==> src/rtl/unspinner_pkg.sv <==
// rtl/unspinner_pkg.sv - shared constants and types for the unspinner word de-rotator
package unspinner_pkg;

    localparam int WIDTH = 32;
    localparam int SHW   = 5;

    typedef enum logic {
        IDLE    = 1'b0,
        RESTORE = 1'b1
    } state_e;

    typedef logic [2:0] stage_t;

    localparam stage_t LAST_STAGE = 3'd4;

endpackage

==> src/rtl/unspinner_if.sv <==
// rtl/unspinner_if.sv - command/status bundle between the unspinner and its driver
interface unspinner_if;
    import unspinner_pkg::*;

    logic             load;
    logic [WIDTH-1:0] din;
    logic             spin;
    logic [SHW-1:0]   amount;
    logic             restore;
    logic [WIDTH-1:0] dout;
    logic [SHW-1:0]   offset;
    logic             busy;
    logic             done;
    logic             restore_err;

    modport master (
        output load, din, spin, amount, restore,
        input  dout, offset, busy, done, restore_err
    );

    modport slave (
        input  load, din, spin, amount, restore,
        output dout, offset, busy, done, restore_err
    );

endinterface

==> src/rtl/unspinner_rotl32.sv <==
// rtl/unspinner_rotl32.sv - combinational logarithmic left rotator used by the spin command
module rotl32
    import unspinner_pkg::*;
(
    input  logic [WIDTH-1:0] data_i,
    input  logic [SHW-1:0]   amount_i,
    output logic [WIDTH-1:0] data_o
);

    logic [WIDTH-1:0] stg [SHW+1];

    assign stg[0] = data_i;

    // Stage i rotates by 2^i when amount bit i is set.
    for (genvar i = 0; i < SHW; i++) begin : g_stage
        localparam int S = 1 << i;
        assign stg[i+1] = amount_i[i] ? {stg[i][WIDTH-1-S:0], stg[i][WIDTH-1 -: S]} : stg[i];
    end

    assign data_o = stg[SHW];

endmodule

==> src/rtl/unspinner.sv <==
// rtl/unspinner.sv - word register with left-rotate commands and a fixed 5-cycle restore
// Optional macro UNSPINNER_CHECK_EN adds a load shadow and a sticky restore mismatch flag.
module unspinner
    import unspinner_pkg::*;
(
    input  logic         clock_i,
    input  logic         reset_i,
    unspinner_if.slave   bus
);

    state_e           state_q, state_d;
    stage_t           stage_q, stage_d;
    logic [WIDTH-1:0] dout_q, dout_d;
    logic [SHW-1:0]   offset_q, offset_d;
    logic             done_q, done_d;
    logic [WIDTH-1:0] spun;
    logic [WIDTH-1:0] rotr;
    logic             stage_bit;

    rotl32 u_rotl32 (
        .data_i   (dout_q),
        .amount_i (bus.amount),
        .data_o   (spun)
    );

    // One right-rotate by 2^stage; the offset bit for that stage decides whether it applies.
    always_comb begin
        rotr      = dout_q;
        stage_bit = 1'b0;
        case (stage_q)
            3'd0:    begin rotr = {dout_q[0],    dout_q[31:1]};  stage_bit = offset_q[0]; end
            3'd1:    begin rotr = {dout_q[1:0],  dout_q[31:2]};  stage_bit = offset_q[1]; end
            3'd2:    begin rotr = {dout_q[3:0],  dout_q[31:4]};  stage_bit = offset_q[2]; end
            3'd3:    begin rotr = {dout_q[7:0],  dout_q[31:8]};  stage_bit = offset_q[3]; end
            default: begin rotr = {dout_q[15:0], dout_q[31:16]}; stage_bit = offset_q[4]; end
        endcase
    end

    always_comb begin
        state_d  = state_q;
        stage_d  = stage_q;
        dout_d   = dout_q;
        offset_d = offset_q;
        done_d   = 1'b0;
        case (state_q)
            IDLE: begin
                if (bus.load) begin
                    dout_d   = bus.din;
                    offset_d = '0;
                end else if (bus.restore) begin
                    state_d = RESTORE;
                    stage_d = '0;
                end else if (bus.spin) begin
                    dout_d   = spun;
                    offset_d = offset_q + bus.amount;
                end
            end
            RESTORE: begin
                if (stage_bit) begin
                    dout_d             = rotr;
                    offset_d[stage_q]  = 1'b0;
                end
                if (stage_q == LAST_STAGE) begin
                    state_d = IDLE;
                    stage_d = '0;
                    done_d  = 1'b1;
                end else begin
                    stage_d = stage_q + 3'd1;
                end
            end
            default: state_d = IDLE;
        endcase
    end

    always_ff @(posedge clock_i or posedge reset_i) begin
        if (reset_i) begin
            state_q  <= IDLE;
            stage_q  <= '0;
            dout_q   <= '0;
            offset_q <= '0;
            done_q   <= 1'b0;
        end else begin
            state_q  <= state_d;
            stage_q  <= stage_d;
            dout_q   <= dout_d;
            offset_q <= offset_d;
            done_q   <= done_d;
        end
    end

`ifdef UNSPINNER_CHECK_EN
    logic [WIDTH-1:0] shadow_q;
    logic             err_q;

    // Compare the value leaving the last stage, so the flag lines up with done.
    always_ff @(posedge clock_i or posedge reset_i) begin
        if (reset_i) begin
            shadow_q <= '0;
            err_q    <= 1'b0;
        end else if (state_q == IDLE && bus.load) begin
            shadow_q <= bus.din;
            err_q    <= 1'b0;
        end else if (done_d && (dout_d != shadow_q)) begin
            err_q <= 1'b1;
        end
    end

    assign bus.restore_err = err_q;
`else
    assign bus.restore_err = 1'b0;
`endif

    assign bus.dout   = dout_q;
    assign bus.offset = offset_q;
    assign bus.busy   = (state_q == RESTORE);
    assign bus.done   = done_q;

endmodule

==> src/flat_wrapper.sv <==
// flat-port wrapper written by rule: the top's interface ports become plain ports
module unspinner_flat import unspinner_pkg::*;
  (clock_i, reset_i, bus_load, bus_din, bus_spin, bus_amount, bus_restore, bus_dout, bus_offset, bus_busy, bus_done, bus_restore_err);
  unspinner_if bus_i ();
  input  logic clock_i;
  input  logic reset_i;
  input wire logic [$bits(bus_i.load)-1:0] bus_load;
  input wire logic [$bits(bus_i.din)-1:0] bus_din;
  input wire logic [$bits(bus_i.spin)-1:0] bus_spin;
  input wire logic [$bits(bus_i.amount)-1:0] bus_amount;
  input wire logic [$bits(bus_i.restore)-1:0] bus_restore;
  output wire logic [$bits(bus_i.dout)-1:0] bus_dout;
  output wire logic [$bits(bus_i.offset)-1:0] bus_offset;
  output wire logic [$bits(bus_i.busy)-1:0] bus_busy;
  output wire logic [$bits(bus_i.done)-1:0] bus_done;
  output wire logic [$bits(bus_i.restore_err)-1:0] bus_restore_err;
  assign bus_i.load = bus_load;
  assign bus_i.din = bus_din;
  assign bus_i.spin = bus_spin;
  assign bus_i.amount = bus_amount;
  assign bus_i.restore = bus_restore;
  assign bus_dout = bus_i.dout;
  assign bus_offset = bus_i.offset;
  assign bus_busy = bus_i.busy;
  assign bus_done = bus_i.done;
  assign bus_restore_err = bus_i.restore_err;
  unspinner u_core (.clock_i(clock_i), .reset_i(reset_i), .bus(bus_i));
endmodule
==> config.mk <==
export PLATFORM = sky130hd
export DESIGN_NAME = unspinner_flat
export DESIGN_NICKNAME = d
export VERILOG_FILES = /design/src/rtl/unspinner_pkg.sv /design/src/rtl/unspinner_if.sv /design/src/rtl/unspinner_rotl32.sv /design/src/rtl/unspinner.sv /design/src/flat_wrapper.sv
export SDC_FILE = /design/constraint.sdc
export NUM_CORES = 1
export LEC_CHECK = 0
export ABC_AREA = 1
export BUFFER_PORTS_ARGS = -buffer_cell sky130_fd_sc_hd__buf_4
export CAP_MARGIN = 10
export CORE_ASPECT_RATIO = 1.5
export CORE_MARGIN = 10
export CORE_UTILIZATION = 50
export CTS_CLUSTER_SIZE = 30
export DETAILED_ROUTE_END_ITERATION = 10
export PLACE_DENSITY = 0.79
export SETUP_SLACK_MARGIN = 0.05
export SLEW_MARGIN = 20
export SYNTH_ARGS = -nofsm -noshare
export SYNTH_HDL_FRONTEND = slang
export SYNTH_SLANG_ARGS = --single-unit
export TNS_END_PERCENT = 5
==> constraint.sdc <==
create_clock -name clock_i -period 3.99 [get_ports clock_i]
set_input_delay 0.399 -clock clock_i [delete_from_list [all_inputs] [get_ports clock_i]]
set_output_delay 0.399 -clock clock_i [all_outputs]
set_load 0.05 [all_outputs]
* Word-level counts from Yosys, hierarchy flattened *
Index checks and enable logic that the tools add are counted.

word-level totals
  input port bits = 42
  bits in registers = 42
  output and inout port bits = 40
  word-level logic and storage cells = 54

cells by class
  add/sub/neg operators = 2
  $lt $le $gt $ge = 2
  equal/unequal tests = 9
  muxes and demuxes = 29
  bitwise operators = 3
  reductions and logical operators = 4

operators with widths
  operator               count
  $mux W32               9
  $pmux W32 S4           1
  $pmux W32 S2           1
  $mux W5                4
  $pmux W5 S2            1
  $mux W3                3
  $eq A3 B2 Y1 const B   2
  $mux W1                6
  $ne A2 B2 Y1 const B   3
  $ne A3 B3 Y1 const B   2
  $pmux W3 S2            1
  $add A5 B5 Y5          1
  $and A5 B5 Y5          1
  $not A5 Y5             1
  $lt A3 B4 Y1 const B   1
  $pmux W1 S4            1
  $add A3 B1 Y3 const B  1
  $demux W1 S3           1
  $eq A3 B1 Y1 const B   1
  $eq A3 B3 Y1 const B   1
  $ge A3 B1 Y1 const B   1
  $logic_not A3 Y1       1
  $reduce_and A3 Y1      1
  $pmux W1 S2            1
  3 further kinds        3

* Logic depth before layout (Yosys ltp) *
Gate-level depths: netlist of the first run.

  depth after elaboration = 9
  mapped depth = 14
  depth with buffers taken out = 13

* Hierarchy *
A second synthesis of the first run with hierarchy kept.

unflattened totals
  cell total of the unflattened synthesis = 1138
  area total of the unflattened synthesis = 6397.4 sq um

modules (own cells, without submodules)
  module     area an instance (sq um)  times used  sequential area each (sq um)  cells each
  unspinner  4180.3                    1           1051.0                        746
  rotl32     2217.1                    1           0.0                           392

* Worst setup path after synthesis of the first run *
Ideal clock, no wire load.

  path kind = register to register
  start point = register u_core.stage_q[0]
  end point = register u_core.dout_q[10], in the netlist u_core.bus.dout[10]
  setup time = 0.119 ns
  path buffers = 2
  path slack = 2.036 ns
  required time = 3.871 ns
  cell stages (with the launch flop) = 13
  period minus slack after synthesis = 1.954 ns
  arrival = 1.835 ns
  path through = dfrtp_1 > ha_1 > ha_1 > buf_2 > nor2_2 > nand3_1 > nand3_2 > nand2_4 > inv_4 > buf_6 > nor2_1 > nor2_1 > nand2_1

on the way
  longest elaborated chain between the ends = 4
  elaborated cells between the ends (all ways) = 10
  those cells by class = eq/ne (4); mux (4); reduce/logical (2)

RTL lines
  what                                               line             source
  from (decl)                                        unspinner.sv:12  stage_t stage_q, stage_d;
  from (signal assigned)                             unspinner.sv:84  stage_q <= stage_d;
  $eq A3 B2 Y1, or another cell as far along         unspinner.sv:30  case (stage_q)
  $pmux W32 S4 or $pmux W1 S4 (tied branches)        unspinner.sv:30
  $mux W32 or $ne A2 B2 Y1 (tied branches)           -
  $pmux W32 S2 or $reduce_and A3 Y1 (tied branches)  -
  to (signal assigned)                               unspinner.sv:85  dout_q <= dout_d;
  to (decl)                                          unspinner.sv:13  logic [WIDTH-1:0] dout_q, dout_d;

Parallel ways exist; a longest one is shown, timed or not. The select of a mux whose other input is x is not followed.
A chain may end at the register's enable or synchronous reset.

* Worst setup path in the final report of the first run *
  start point = register u_core.stage_q[2]
  end point = register u_core.offset_q[2], in the netlist u_core.bus.offset[2]

on the way
  longest elaborated chain between the ends = 8
  elaborated cells between the ends (all ways) = 16
  those cells by class = order compare (2); eq/ne (4); mux (5); bitwise (2); reduce/logical (3)

RTL lines
  what                                                                line             source
  $lt A3 B4 Y1 (not written as such) or $ge A3 B1 Y1 (tied branches)  unspinner.sv:61  offset_d[stage_q] = 1'b0;
  $logic_and A1 B1 Y1 (not written as such)                           unspinner.sv:61
  $mux W1 (not written as such)                                       unspinner.sv:61
  $demux W1 S3                                                        -
  $not A5 Y5 (no line)                                                -
  $and A5 B5 Y5 (no line)                                             -
  $mux W5                                                             unspinner.sv:59  if (stage_bit) begin
  $pmux W5 S2                                                         unspinner.sv:45  case (state_q)
  to (signal assigned)                                                unspinner.sv:86  offset_q <= offset_d;
  to (decl)                                                           unspinner.sv:14  logic [SHW-1:0] offset_q, offset_d;

Parallel ways exist; a longest one is shown, timed or not. The select of a mux whose other input is x is not followed.

==> impl_metrics.ini, run 1 <==
[floorplanning]
core-area_sq_um = 10590
rows = 46
die_y_microns = 147.5
die_w_microns = 105.0
start_util_pct = 51.15
die_area_sq_um = 15480
io_pins = 82

[cts]
clk_path_buf_depth = 2
root_buffer = clkbuf_16
cts_buffers = 5
cts.sinks = 42
path_clk_slew_ps = 70
ctsHtreeMaxLevel = 2
hold_buffers = 0
cts_tree = yes
insertion_delay_ps = 290
post_cts_buffers = 0
cts-resized-gates = 0

[synthesis]
ys_seq_area_share_pct = 19.40
synth_edf_count = 0
synth_xor_area_share_pct = 0.4851
synth_top_family_by_area = simple AND/OR/NAND/NOR gates
synth_top_area_share_pct = 23.08
yosysUniqueCellTypes = 33
netlist_instances = 993
ys.flop_type = dfrtp_1
synthTopCellsByArea = nand2_1 23%, nand3_1 22%, dfrtp_1 19%
synthMuxAreaShare_pct = 0
synth-compound-area-share_pct = 11.27
synthSimpleGateAreaFrac_pct = 55.93
yosys.area_share.adder_pct = 2.449
async_flop_share_pct = 100.0
syn_nets = 1045
synth.ff_latch_count = 42
synth.cell_area_sq_um = 5416
ys_warn_count = 0
syn_avg_cell_area_sq_um = 5.455
synth_top_area_cell = nand2_1

[timing]
setup_viol = 0
fin_hold_ws_ps = 295.3
rsz0062_at_grt = no
fmax_ghz = 0.3281
hold_viol_final = 0
min_period_ps = 3047
fin_skew_ps = 9.546
drv_slew = 0
tightestPinTransition_ps = 1071
post-route-period-util_pct = 76.38
tns_ps = 0
max_slew_margin_pct = 28.53

[global_route]
grt_start_max_net_pins = 43
grt_overflow = 0
grt_pass1_wl_microns = 35510
grt_usage_pct = 28.09
grt_pass1_vias = 6681
antenna_found_initial = 0

[worst_hold_path]
hold_path.class = in -> async

[detailed_routing]
drc_errors = 0
avgRoutedWirePerCell_microns = 19.38
drt_wl_total_microns = 22460
antenna_left = 0
vias_per_cell = 6.153
drt_first_pass_iters = 7
vias = 7131
first_iter_violations = 875

[worst_setup_path]
reg2reg_depth = 11
regToRegEndpoint = u_core.bus.offset[2]
cp-start-kind = register
regToRegSetupSlack_ps = 940
arrival_ps = 3230
critPathMaxFanout = 37
crit_end = u_core.bus.offset[2]
startpoint = u_core.stage_q[2]
cp-end-kind = register
crit_required_ps = 4170
r2r-start = u_core.stage_q[2]
criticalPathCategory = reg -> reg

[job]
maxCapViolations = 0

[placed_design]
gp_congestion = 1.007
dpl_cell_area_sq_um = 5889
place.port_buffers = 80
hpwl_microns = 16260

[outcome]
status = completed

[final_layout]
area_growth_pct = 11.90
final_cell_mix = 333 x nand2_1, 239 x nand3_1, 99 x nor2_1
drive_gt1_share_pct = 10.54
antenna_cells = 0
fin_area_sq_um = 6061
nets = 1066
layout_commonest_cell = nand2_1

[power]
p_per_area_nw_per_um2 = 1021
power.total_mw = 6.186
peakVddDrop_uv = 440.5
p_leak_nw = 3.012
## state kept, by name, indices dropped and copies added (netlist names)
signal / flops
u_core.stage_q: 3
u_core.bus.done: 1
u_core.bus.busy: 1
u_core.bus.dout: 32
u_core.bus.offset: 5
## report_power, final
part           switching [mW]  internal [mW]  total [mW]
registers               0.655          0.645        1.30
logic                    3.08           1.34        4.41
clock network           0.176          0.296       0.472
total                    3.91           2.28        6.19
## cell usage after synthesis (all sizes together) (2+ instances only)
cell type and count:
buf 46, xor2 3, nand3 240, inv 58, a31oi 3, nand2 336
nand4 13, nor3 2, ha 9, o22ai 34, a21oi 33, clkbuf 24
dfrtp 42, o21ai 38, nor2 107
## stage by stage
| stage | setup WS (ps) | std cells | utilization (%) |
|---|---|---|---|
| 2_1_floorplan | 2036 | 993 | - |
| 3_3_place_gp | 1072 | 1151 | 55.61 |
| 3_5_place_dp | 1001 | 1151 | 55.61 |
| 4_1_cts | 990.3 | 1159 | 57.18 |
| 5_1_grt | 710.7 | 1159 | 57.23 |
| 6_report | 942.5 | 1159 | 57.23 |
## cell type report
class	instances	area, sq um
well taps	144	180.2
clock buffers	6	128.9
fillers	1151	4529
clock inverters	2	37.54
multi-input cells	823	3810
flip-flops and latches	42	1051
repair buffers	84	630.6
inverters	58	222.7
## worst min path at each step
stage,end,cells after the start
floorplan,u_core.stage_q[0],1
global placement,u_core.bus.offset[2],2
detailed placement,u_core.bus.offset[2],2
CTS,u_core.bus.offset[1],2
global route,u_core.bus.offset[1],2
finish,u_core.bus.done,2
## layer usage
layer  wire length (microns)  track usage, %  vias to the layer above
li1                        -               -                     3343
met5                       0               0                        -
met1                    8138           33.60                     3194
met3                    2302           3.438                      117
met4                    1438           18.73                        0
met2                   10580           46.11                      477
## cell families after synthesis
family	Yosys count
AOI/OAI and AO/OA	111
xor gates and xnor gates	3
DFF	42
adders and majority gates	10
and+or+nand+nor	698
buffers and inverters	128
other	1
## critical path, cell delays in order (launching register included)
cell and delay (ps):
dfrtp_1 570, inv_4 180, ha_1 570, inv_2 300, o21ai_1 220, nor2_2 60, nand3_2 70, nand2_4 240
inv_4 400, o21ai_0 160, nand2_1 80, o21ai_0 70
No activity file was read; power rests on OpenSTA's default activity.
==> run 2: changes to the inputs <==
--- a/config.mk
+++ b/config.mk
@@ -13,7 +13,7 @@
 export CORE_UTILIZATION = 50
 export CTS_CLUSTER_SIZE = 30
 export DETAILED_ROUTE_END_ITERATION = 10
-export PLACE_DENSITY = 0.79
+export PLACE_DENSITY = 0.82
 export SETUP_SLACK_MARGIN = 0.05
 export SLEW_MARGIN = 20
 export SYNTH_ARGS = -nofsm -noshare
==> constraint.sdc (replaced) <==
create_clock -name clock_i -period 2.6 [get_ports clock_i]
set_input_delay 0.26 -clock clock_i [delete_from_list [all_inputs] [get_ports clock_i]]
set_output_delay 0.26 -clock clock_i [all_outputs]
set_load 0.05 [all_outputs]
==> run 2 against run 1 <==
  * Sequential share of layout area is 0.32 points lower
  * Die area stayed put
  * Count of clock-buffer cells in the layout stayed put
  * Largest power group unchanged
  * Highest routed layer unchanged
==> impl_metrics.ini, run 2 (synthesis results as in run 1) <==
[cts]
clk_path_buf_depth = 2
post_cts_buffers = 0
hold_buffers = 0
path_clk_slew_ps = 70
cts_tree = yes
root_buffer = clkbuf_16
cts.sinks = 42
cts-resized-gates = 0
ctsHtreeMaxLevel = 2
cts_buffers = 5
insertion_delay_ps = 290

[worst_setup_path]
cp-start-kind = register
arrival_ps = 2500
cp-end-kind = register
crit_required_ps = 2770
r2r-start = u_core.stage_q[1]
critPathMaxFanout = 35
startpoint = u_core.stage_q[1]
criticalPathCategory = reg -> reg

[global_route]
grt-busiest-layer = met2
grt.met3_usage_pct = 4.482
grtUsageMet1_pct = 34.17
grt_pass1_vias = 6577
grt_pass1_wl_microns = 36210
grt_usage_pct = 28.63
grt_overflow = 0
use_met2_pct = 47.58
antenna_found_initial = 0
grt_start_max_net_pins = 36

[floorplanning]
die_y_microns = 147.5
core-area_sq_um = 10590
start_util_pct = 51.15
die_area_sq_um = 15480
rows = 46
die_w_microns = 105.0
io_pins = 82

[timing]
tns_ps = 0
drv_slew = 0
fmax_ghz = 0.4287
hold_viol_final = 0
fin_skew_ps = 9.765
post-route-period-util_pct = 89.72
setup_viol = 0
rsz0062_at_grt = no
max_slew_margin_pct = 44.61
min_period_ps = 2333
fin_ws_ps = 267.3
tightestPinTransition_ps = 829.9

[final_layout]
drive_gt1_share_pct = 11.76
largest_reg_flops = 32
antenna_cells = 0
area_growth_pct = 13.98
layout_commonest_cell = nand2_1
final_cell_mix = 333 x nand2_1, 239 x nand3_1, 99 x nor2_1
nets = 1080

[detailed_routing]
antenna_left = 0
drt_wl_total_microns = 22900
drc_errors = 0
avgRoutedWirePerCell_microns = 19.53
drt_first_pass_iters = 5
first_iter_violations = 715
vias = 7142
vias_per_cell = 6.089

[power]
switching_share_pct = 62.97
power.total_mw = 9.649
p_leak_nw = 3.087
p_per_area_nw_per_um2 = 1563
clock_power_share_pct = 7.3
p_comb_share_pct = 72.1
power_frac_seq_pct = 20.6
internal_power_mw = 3.573
peakVddDrop_uv = 795.4
switchingPower_mw = 6.076

[outcome]
status = completed

[job]
maxCapViolations = 0

[placed_design]
gp_congestion = 1.015
dp_worst_setup_slack_ps = 293.6
place.port_buffers = 80
hpwl_microns = 16970

[worst_hold_path]
hold_path.class = in -> async
==> run 2: final timing paths <==
| path | endpoint | slack, ps | depth (start not counted) |
|---|---|---|---|
| worst max-delay path | u_core.bus.offset[2] | 270 | 13 |
| worst min-delay path | u_core.bus.offset[4] | 50 | 2 |
| worst max register to register | u_core.bus.offset[2] | 270 | 13 |
| worst min register to register | u_core.bus.offset[2] | 590 | 2 |
| max in group asynchronous | u_core.bus.dout[25] | 1920 | 3 |
| min in group clock_i | u_core.bus.busy | 290 | 3 |
==> run 2: layer usage <==
layer | vias up | share of wire (%)
li1 | 3365 | -
met4 | 0 | 6.0
met3 | 102 | 9.1
met5 | - | 0
met1 | 3220 | 37
met2 | 455 | 48
==> run 2: power groups by stage <==
stage               Combinational (mW)  Clock [mW]  Sequential, mW
floorplan                         4.26           0            2.36
finish                            6.95       0.708            1.99
CTS                               6.82       0.705            1.89
global route                      7.66       0.733            1.96
global placement                  6.74           0            1.92
detailed placement                6.78           0            1.90
==> run 2: area by class of cell <==
type,count,area (sq um)
Tap cell,144,180.2
Fill cell,1141,4417
Timing Repair Buffer,98,748.2
Clock buffer,6,128.9
Multi-Input combinational cell,823,3805
Clock inverter,2,37.54
Inverter,58,222.7
Sequential cell,42,1051
==> run 2: per-stage QoR <==
stage	cells	utilization, %	cell area (sq um)	hold slack [ps]
4_1_cts	1173	58.29	6173	122.1
5_1_grt	1173	58.29	6173	107.9
3_3_place_gp	1165	56.72	6007	417.5
3_5_place_dp	1165	56.72	6007	429.0
6_report	1173	58.29	6173	48.33
2_1_floorplan	993	-	5416	448.8
==> run 2: worst max-delay path, cell delays in order, from the launching register on <==
cell and delay, ps:
dfrtp_1 400, inv_1 190, ha_1 230, inv_1 110
nor2_8 230, nand2_1 80, o21ai_1 100, nor2_2 60
nand3_2 70, nand2_4 130, inv_4 310, o21ai_0 150
nand2_1 70, o21ai_0 80
==> run 3: changes to the inputs <==
--- a/config.mk
+++ b/config.mk
@@ -11,9 +11,10 @@
 export CORE_ASPECT_RATIO = 1.5
 export CORE_MARGIN = 10
 export CORE_UTILIZATION = 50
+export CTS_BUF_LIST = sky130_fd_sc_hd__clkbuf_4 sky130_fd_sc_hd__clkbuf_8
 export CTS_CLUSTER_SIZE = 30
 export DETAILED_ROUTE_END_ITERATION = 10
-export PLACE_DENSITY = 0.82
+export PLACE_DENSITY = 0.79
 export SETUP_SLACK_MARGIN = 0.05
 export SLEW_MARGIN = 20
 export SYNTH_ARGS = -nofsm -noshare
==> constraint.sdc (replaced) <==
create_clock -name clock_i -period 2.9 [get_ports clock_i]
set_input_delay 0.29 -clock clock_i [delete_from_list [all_inputs] [get_ports clock_i]]
set_output_delay 0.29 -clock clock_i [all_outputs]
set_load 0.05 [all_outputs]
==> run 3 against run 2 <==
  * Sequential power is 11% lower
  * Fmax is 7.5% lower
  * Wire length is 0.25% higher
  * Via count is 1.1% lower
  * Power is 13% lower
  * First-iteration DRC count is 8.8% higher
  * Non-clock buffer count is 2 lower
  * Setup slack better by 110 ps
  * Clock power is 30% lower
  * Core utilization is 0.76 points lower
  * Combinational power is 11% lower
  * Critical path depth is 1 lower
  * Largest cell class unchanged
  * Largest power group unchanged
==> impl_metrics.ini, run 3 (synthesis results as in run 1) <==
[detailed_routing]
drc_errors = 0
vias = 7064
avgRoutedWirePerCell_microns = 19.61
drt_first_pass_iters = 6
drt_wl_total_microns = 22960
first_iter_violations = 778
antenna_left = 0
vias_per_cell = 6.032

[cts]
insertion_delay_ps = 310
hold_buffers = 0
cts_tree = yes
ctsHtreeMaxLevel = 2
cts_buffers = 5
root_buffer = clkbuf_8
cts.sinks = 42
cts-resized-gates = 0
post_cts_buffers = 0
path_clk_slew_ps = 90
clk_path_buf_depth = 2

[power]
p_per_area_nw_per_um2 = 1382
power.total_mw = 8.421
p_leak_nw = 3.050
peakVddDrop_uv = 648.5

[global_route]
grt_pass1_wl_microns = 36260
grt_overflow = 0
grt_pass1_vias = 6618
grt_start_max_net_pins = 43
grt_usage_pct = 28.82
antenna_found_initial = 0

[floorplanning]
core-area_sq_um = 10590
die_area_sq_um = 15480
io_pins = 82
die_w_microns = 105.0
die_y_microns = 147.5
rows = 46
start_util_pct = 51.15

[timing]
setup_viol = 0
hold_viol_final = 0
tns_ps = 0
fin_skew_ps = 10.11
min_period_ps = 2522
post-route-period-util_pct = 86.97
tightestPinTransition_ps = 900.1
fmax_ghz = 0.3965
rsz0062_at_grt = no
drv_slew = 0
max_slew_margin_pct = 39.91

[worst_setup_path]
cp-end-kind = register
reg2reg_depth = 12
cp-start-kind = register
criticalPathCategory = reg -> reg
critPathMaxFanout = 25
arrival_ps = 2720
crit_required_ps = 3100

[job]
maxCapViolations = 0

[final_layout]
drive_gt1_share_pct = 11.68
largest_reg_flops = 32
antenna_cells = 0
nets = 1078
n_fill_cell = 1166
layout_commonest_cell = nand2_1
area_growth_pct = 12.50
final_cells = 1171
final_cell_mix = 333 x nand2_1, 239 x nand3_1, 99 x nor2_1

[placed_design]
hpwl_microns = 16850
placed_cells = 1163
place.port_buffers = 80
gp_congestion = 1.043

[worst_hold_path]
hold_path.class = in -> async

[outcome]
status = completed
## run 3: cell types whose count changed in the layout (fill, tap and decap cells not counted)
cell / previous run / this run
clkbuf_8: 0 / 5
buf_4: 97 / 96
buf_12: 1 / 0
clkbuf_16: 5 / 0
clkbuf_4: 0 / 1
clkbuf_1: 1 / 0
## run 3: cell type report
class                   count  area [sq um]  area share [%]
repair buffers             96         720.7           11.83
multi-input cells         823          3805           62.44
flip-flops and latches     42          1051           17.25
clock inverters             2         37.54          0.6160
well taps                 144         180.2           2.957
clock buffers               6         76.32           1.253
inverters                  58         222.7           3.655
## run 3: power breakdown
part	switching, mW	total, mW	leakage [nW]	internal (mW)
logic	4.27	6.16	2.49	1.89
registers	0.879	1.77	0.501	0.887
clock network	0.227	0.494	0.0548	0.267
total	5.37	8.42	3.05	3.05
## run 3: stage by stage
step / hold slack, ps / instance area (sq um) / setup WS, ps / util (%)
after floorplan: 478.8 / 5416 / 946.1 / -
final: 171.8 / 6093 / 377.9 / 57.54
after global routing: 252.2 / 6093 / 146.2 / 57.54
after CTS: 199.8 / 6093 / 422.6 / 57.54
after detailed placement: 537.3 / 5979 / 413.7 / 56.46
after global placement: 528.9 / 5979 / 477.3 / 56.46
## run 3: critical path, stage by stage (launching register included)
cell     delay, ps
dfrtp_1        460
inv_1          140
ha_1           250
inv_1          150
nor2_8          90
nor2_4         300
nand2_2        380
o21ai_0        290
inv_1           60
nand2_1         60
nand2_1         60
nor2_1          90
a21oi_1         90
## run 3: final timing paths
path,from,to,slack (ps)
max,u_core.stage_q[0],u_core.bus.dout[23],380
min,reset_i,u_core.bus.offset[0],170
max reg2reg,u_core.stage_q[0],u_core.bus.dout[23],380
min reg2reg,u_core.bus.offset[2],u_core.bus.offset[2],590
max in group asynchronous,reset_i,u_core.bus.dout[25],2160
min in group clock_i,bus_restore,u_core.bus.busy,290
## run 3: layer usage
layer	share of wire (%)	wire length, microns	up-vias	GRT usage [%]
met1	37	8511	3141	34.59
met4	6.1	1411	0	17.36
met5	0	0	-	0
met3	10	2353	103	5.178
met2	47	10690	468	46.83
li1	-	-	3352	-
